### config.mk
export PLATFORM = sky130hd
export DESIGN_NAME = pwm_capture_flat
export DESIGN_NICKNAME = d
export VERILOG_FILES = /design/src/rtl/pwm_capture_if.sv /design/src/rtl/pwm_capture.sv /design/src/flat_wrapper.sv
export SDC_FILE = /design/constraint.sdc
export NUM_CORES = 1
export LEC_CHECK = 0
export CAP_MARGIN = 0
export CORE_MARGIN = 5
export CORE_UTILIZATION = 60
export CTS_BUF_LIST = sky130_fd_sc_hd__clkbuf_4 sky130_fd_sc_hd__clkbuf_8
export CTS_CLUSTER_SIZE = 10
export DETAILED_ROUTE_END_ITERATION = 10
export DONT_BUFFER_PORTS = 1
export GPL_TIMING_DRIVEN = 0
export HOLD_SLACK_MARGIN = 0.08
export PLACE_DENSITY = 0.76
export SYNTH_ARGS = -nofsm -noshare
export SYNTH_HDL_FRONTEND = slang
export SYNTH_SLANG_ARGS = --single-unit
export TNS_END_PERCENT = 50
### constraint.sdc
create_clock -name clk -period 3.3 [get_ports clk]
set_input_delay 0.66 -clock clk [delete_from_list [all_inputs] [get_ports clk]]
set_output_delay 0.66 -clock clk [all_outputs]
set_load 0.02 [all_outputs]
### src/rtl/pwm_capture_if.sv
`default_nettype none
// ============================================================================
// pwm_capture_if : PWM input and measurement result bundle for pwm_capture
// Rev 1.0
// ============================================================================
interface pwm_capture_if #(
  parameter int CNT_W = 16
);
  logic             pwm_in;
  logic             meas_valid;
  logic [CNT_W-1:0] high_cnt;
  logic [CNT_W-1:0] period_cnt;
  logic [2:0]       duty_code;
  logic             timeout;
  logic             stuck_level;
  logic             overrun;

  modport master (
    output pwm_in,
    input  meas_valid, high_cnt, period_cnt, duty_code, timeout, stuck_level, overrun
  );

  modport slave (
    input  pwm_in,
    output meas_valid, high_cnt, period_cnt, duty_code, timeout, stuck_level, overrun
  );
endinterface
`default_nettype wire

### src/rtl/pwm_capture.sv
`default_nettype none
// ============================================================================
// pwm_capture : measures PWM high time and period, reports 3-bit duty code
// Rev 1.0
// ============================================================================
module pwm_capture #(
  parameter int CNT_W   = 16,
  parameter int TIMEOUT = 2**CNT_W - 1
) (
  input  logic         clk,
  input  logic         rst,
  pwm_capture_if.slave bus
);

  localparam logic [CNT_W-1:0] CNT_MAX  = '1;
  localparam logic [CNT_W-1:0] CNT_ONE  = CNT_W'(1);
  localparam logic [CNT_W-1:0] TOUT_LIM = CNT_W'(TIMEOUT);

  typedef enum logic [1:0] {
    ST_IDLE = 2'd0,
    ST_HIGH = 2'd1,
    ST_LOW  = 2'd2,
    ST_TOUT = 2'd3
  } state_t;

  state_t           state;
  state_t           state_nxt;
  logic             s1;
  logic             s2;
  logic             s3;
  logic [CNT_W-1:0] cnt;
  logic [CNT_W-1:0] hi_lat;

  logic             div_busy;
  logic [1:0]       div_step;
  logic [CNT_W:0]   rem;
  logic [1:0]       q;
  logic [CNT_W-1:0] div_h;
  logic [CNT_W-1:0] div_p;

  logic             rise;
  logic             fall;
  logic [CNT_W:0]   rem_sh;
  logic             rem_ge;
  logic [2:0]       q_nxt;
  logic             div_done;
  logic             lat_hi;
  logic             load_div;
  logic             set_ovr;
  logic             tout_emit;
  logic             clr_tout;

  assign rise     = s2 & ~s3;
  assign fall     = ~s2 & s3;
  assign rem_sh   = rem << 1;
  assign rem_ge   = (rem_sh >= {1'b0, div_p});
  assign q_nxt    = {q, rem_ge};
  assign div_done = div_busy && (div_step == 2'd2);

  always_ff @(posedge clk) begin
    if (rst) begin
      state <= ST_IDLE;
    end else begin
      state <= state_nxt;
    end
  end

  always_comb begin
    state_nxt = state;
    lat_hi    = 1'b0;
    load_div  = 1'b0;
    set_ovr   = 1'b0;
    tout_emit = 1'b0;
    clr_tout  = 1'b0;
    case (state)
      ST_IDLE: begin
        if (rise) begin
          clr_tout  = 1'b1;
          state_nxt = ST_HIGH;
        end
      end
      ST_HIGH: begin
        if (fall) begin
          lat_hi    = 1'b1;
          state_nxt = ST_LOW;
        end else if (cnt >= TOUT_LIM) begin
          state_nxt = ST_TOUT;
        end
      end
      ST_LOW: begin
        if (rise) begin
          load_div  = ~div_busy;
          set_ovr   = div_busy;
          state_nxt = ST_HIGH;
        end else if (cnt >= TOUT_LIM) begin
          state_nxt = ST_TOUT;
        end
      end
      ST_TOUT: begin
        // A finishing divide owns the output registers this cycle; report the timeout next.
        if (!div_done) begin
          tout_emit = 1'b1;
          state_nxt = ST_IDLE;
        end
      end
      default: state_nxt = ST_IDLE;
    endcase
  end

  always_ff @(posedge clk) begin
    if (rst) begin
      s1              <= 1'b0;
      s2              <= 1'b0;
      s3              <= 1'b0;
      cnt             <= '0;
      hi_lat          <= '0;
      div_busy        <= 1'b0;
      div_step        <= 2'd0;
      rem             <= '0;
      q               <= 2'd0;
      div_h           <= '0;
      div_p           <= '0;
      bus.meas_valid  <= 1'b0;
      bus.high_cnt    <= '0;
      bus.period_cnt  <= '0;
      bus.duty_code   <= 3'd0;
      bus.timeout     <= 1'b0;
      bus.stuck_level <= 1'b0;
      bus.overrun     <= 1'b0;
    end else begin
      s1 <= bus.pwm_in;
      s2 <= s1;
      s3 <= s2;

      if (rise) begin
        cnt <= CNT_ONE;
      end else if (cnt != CNT_MAX) begin
        cnt <= cnt + CNT_ONE;
      end

      if (lat_hi) begin
        hi_lat <= cnt;
      end

      bus.meas_valid <= 1'b0;
      if (set_ovr) begin
        bus.overrun <= 1'b1;
      end
      if (clr_tout) begin
        bus.timeout <= 1'b0;
      end

      // Three restoring steps produce floor(8*H/P), MSB first.
      if (load_div) begin
        div_busy <= 1'b1;
        div_step <= 2'd0;
        rem      <= {1'b0, hi_lat};
        q        <= 2'd0;
        div_h    <= hi_lat;
        div_p    <= cnt;
      end else if (div_busy) begin
        rem      <= rem_ge ? (rem_sh - {1'b0, div_p}) : rem_sh;
        q        <= q_nxt[1:0];
        div_step <= div_step + 2'd1;
        if (div_done) begin
          div_busy       <= 1'b0;
          bus.meas_valid <= 1'b1;
          bus.high_cnt   <= div_h;
          bus.period_cnt <= div_p;
          bus.duty_code  <= q_nxt;
        end
      end

      if (tout_emit) begin
        bus.meas_valid  <= 1'b1;
        bus.timeout     <= 1'b1;
        bus.stuck_level <= s2;
        bus.duty_code   <= s2 ? 3'd7 : 3'd0;
        bus.high_cnt    <= '0;
        bus.period_cnt  <= '0;
      end
    end
  end

endmodule
`default_nettype wire
### src/flat_wrapper.sv
// flat-port wrapper written by rule: the top's interface ports become plain ports
module pwm_capture_flat 
#(
  parameter int CNT_W   = 16,
  parameter int TIMEOUT = 2**CNT_W - 1
)
  (clk, rst, bus_pwm_in, bus_meas_valid, bus_high_cnt, bus_period_cnt, bus_duty_code, bus_timeout, bus_stuck_level, bus_overrun);
  pwm_capture_if #(.CNT_W(CNT_W)) bus_i ();
  input  logic clk;
  input  logic rst;
  input wire logic [$bits(bus_i.pwm_in)-1:0] bus_pwm_in;
  output wire logic [$bits(bus_i.meas_valid)-1:0] bus_meas_valid;
  output wire logic [$bits(bus_i.high_cnt)-1:0] bus_high_cnt;
  output wire logic [$bits(bus_i.period_cnt)-1:0] bus_period_cnt;
  output wire logic [$bits(bus_i.duty_code)-1:0] bus_duty_code;
  output wire logic [$bits(bus_i.timeout)-1:0] bus_timeout;
  output wire logic [$bits(bus_i.stuck_level)-1:0] bus_stuck_level;
  output wire logic [$bits(bus_i.overrun)-1:0] bus_overrun;
  assign bus_i.pwm_in = bus_pwm_in;
  assign bus_meas_valid = bus_i.meas_valid;
  assign bus_high_cnt = bus_i.high_cnt;
  assign bus_period_cnt = bus_i.period_cnt;
  assign bus_duty_code = bus_i.duty_code;
  assign bus_timeout = bus_i.timeout;
  assign bus_stuck_level = bus_i.stuck_level;
  assign bus_overrun = bus_i.overrun;
  pwm_capture #(.CNT_W(CNT_W), .TIMEOUT(TIMEOUT)) u_core (.clk(clk), .rst(rst), .bus(bus_i));
endmodule
==> metrics.txt <==
status=finished clean; clock network power share=45.2%; Final Hold Viols=0; area delta synth->final=9.175%; I/O Buffers=0; mapped cell area=0.006068 mm²; Net Switching=0.0007155 W; area leader, netlist=dfxtp_1; actual slew at the worst max-slew pin=0.6338 ns; Max-Cap Viols=0; setup TNS after final layout=0 ns; Post-Route Skew=0.009256 ns; final worst-path cycle share=78.02%; Worst R2R Start=u_core.div_p[1]; CP required=3.61 ns; RSZ-0062 raised after global routing=no; row count=36; Sink Count=129; Mapped Nets=794; CP arrival=2.89 ns; Final WS setup=0.7254 ns; synthesized area per cell=7.861 µm²; GRT Overall Usage=26.91%; sw frac=24.10%; Crit Path Max Fanout=10; Pwr Density=448.1 mW/mm²; logic gate share of total power=1.9%; Die H=110.6 µm; Flop pwr share=52.8%; Hold Path Class=in -> reg; fin. max-slew vios=0; Lkg Pwr=2.223 nW; Post-synth EDFFs=0; hold wc startpoint=bus_pwm_in; nets=813; WL/cell=17.52 µm; reg2reg end=u_core.rem[7]; first-pass GRT wire length=26680 µm; share of post-route cells with drive strength above 1=6.725%; kind of critical path=reg -> reg; CTS tree=done; ANT cells=0; Die ar.=0.01222 mm²; most common cell in the netlist=nand2_1; Setup crit end kind=register; Top FF cell, synth=dfxtp_1; Critical Path Start=u_core.div_p[1]; Clk Latency, worst-skew pair=0.44 ns; Int Pwr=0.002253 W; largest net degree at the start of global routing=17; Pre-antenna DRT Iters=8; Vias=5592; DIE WIDTH=110.6 µm; I/O pin count=42; # hold bufs at CTS=0; Gate Count Post-Synth=772; Initial Utilization=61.80%; clock transition at the registers of the reported paths=0.08 ns; maximum clock frequency=0.3884 GHz; Routed WL=16400 µm; core area=0.009819 mm²; grt total ovfl=0; Slew headroom=57.75%; Synth Register Bits=129; initial antenna violation count=0; Cell variety after synth=62; H-Tree Depth=4; Post-CTS Setup Inserts=0; DR iter-0 viols=507; maximum clock path buffer count=2; r2r worst-path depth=10; Resized cells post-CTS=0; vias in the first global route=5392; worst setup path end=u_core.rem[7]; R2R Setup Slk=0.73 ns; total number of yosys warnings=0; DRC=0; drt via density=5.974; Area contributors post-synth=dfxtp_1 43%, nand2_1 13%, a21oi_1 8.9%, ha_1 3.7%, clkbuf_1 2.4%; routability cong.=0.9334; cts bufs inserted=17; post-route ant nets=0; most frequent cells after synthesis=205 x nand2_1, 129 x dfxtp_1, 108 x a21oi_1; Peak VDD IR=0.0003229 V; Clock Tree Root=clkbuf_8; endpoints failing setup=0; DP HPWL=12510 µm; Synth top area share=42.56%; Async S/R FF share, synth=0%; post-route minimum period=2.575 ns; sequential fraction of the synthesis area=42.56%; Setup WS pre-CTS=0.7465 ns; CP Launch Type=register
## layout by cell type, fill, tap and decap left out, types with 4 or more instances in the layout
cell type,count
a21oi_1,108
dfxtp_1,129
nor3b_1,4
a211oi_1,9
ha_1,18
buf_2,6
nor2b_1,5
nand3b_1,5
nand2_1,205
xnor2_1,9
o31ai_1,5
mux2i_1,8
o21a_1,5
clkbuf_1,38
o311a_1,5
o21ai_1,4
nand2b_1,8
a31oi_1,12
nand3_1,10
nand4_1,5
or3_1,4
xor2_1,10
nor2_1,37
nor3_1,16
clkbuf_8,17
o211ai_1,7
o21ai_0,10
inv_1,25
and3_1,7
o221ai_1,4
## power by group through the flow
| stage | clock (W) | combinational (W) | sequential [W] |
|---|---|---|---|
| after CTS | 0.00135 | 0.0000565 | 0.00157 |
| after global placement | 0 | 0.0000543 | 0.00160 |
| after detailed placement | 0 | 0.0000560 | 0.00160 |
| after global routing | 0.00143 | 0.0000624 | 0.00157 |
| after floorplan | 0 | 0.0000409 | 0.00160 |
| final | 0.00134 | 0.0000568 | 0.00157 |
## worst min path at each step
| stage | endpoint | slack, ns | cells past startpoint |
|---|---|---|---|
| 5_1_grt | u_core.s1 | 0.35 | 1 |
| 3_3_place_gp | u_core.s2 | 0.43 | 1 |
| 4_1_cts | u_core.s1 | 0.34 | 1 |
| 2_1_floorplan | u_core.s2 | 0.41 | 1 |
| 3_5_place_dp | u_core.bus.high_cnt[10] | 0.45 | 2 |
| 6_report | u_core.s1 | 0.36 | 1 |
## per-stage QoR
| stage | util [%] | cell area (µm²) | total power, W | cells | hold slack, ns |
|---|---|---|---|---|---|
| 2_1_floorplan | - | 6068 | 0.001642 | 772 | 0.4138 |
| 3_3_place_gp | 63.49 | 6235 | 0.001659 | 905 | 0.4260 |
| 3_5_place_dp | 63.49 | 6235 | 0.001661 | 905 | 0.4468 |
| 4_1_cts | 67.47 | 6625 | 0.002978 | 936 | 0.3406 |
| 5_1_grt | 67.47 | 6625 | 0.003066 | 936 | 0.3503 |
| 6_report | 67.47 | 6625 | 0.002969 | 936 | 0.3556 |
## logic make-up after synthesis
kind of cell | count (synthesis) | share of synthesized area [%]
compound gates | 194 | 20.12
xor+xnor | 19 | 2.742
fa+ha+maj | 19 | 4.041
buf+inv | 79 | 5.505
flops | 129 | 42.56
mux | 9 | 1.505
simple gates | 323 | 23.53
## critical path, stage by stage, from the launching register on
cell	delay [ns]
dfxtp_1	0.42
inv_1	0.07
ha_1	0.31
nor2b_1	0.15
o2111ai_1	0.37
a21oi_1	0.14
o211a_1	0.23
buf_2	0.20
buf_6	0.17
o41ai_2	0.32
a21oi_1	0.08
## per-layer routing
| metal | part of all wire [%] | routed length [µm] | track usage [%] | vias to the layer above |
|---|---|---|---|---|
| met4 | 2.3 | 373 | 8.785 | 0 |
| met1 | 43 | 7043 | 35.18 | 2615 |
| met2 | 47 | 7638 | 44.30 | 238 |
| met5 | 0 | 0 | 0 | - |
| met3 | 8.2 | 1344 | 5.799 | 39 |
| li1 | - | - | - | 2700 |
## state kept, by name, indices dropped and copies added, names as in the netlist, 2 cells and up
name	flops
u_core.div_step	2
u_core.bus.duty_code	3
u_core.hi_lat	16
u_core.rem	16
u_core.div_h	16
u_core.q	2
u_core.cnt	16
u_core.bus.high_cnt	16
u_core.state	2
u_core.div_p	16
u_core.bus.period_cnt	16
## area by class of cell
type,count,area [µm²]
Fill cell,885,3194
Clock buffer,17,234.0
Buffer,52,232.7
Clock inverter,14,156.4
Sequential cell,129,2582
Tap cell,133,166.4
Multi-Input combinational cell,564,3152
Inverter,27,101.3
Power figures use the tool's default switching activity.
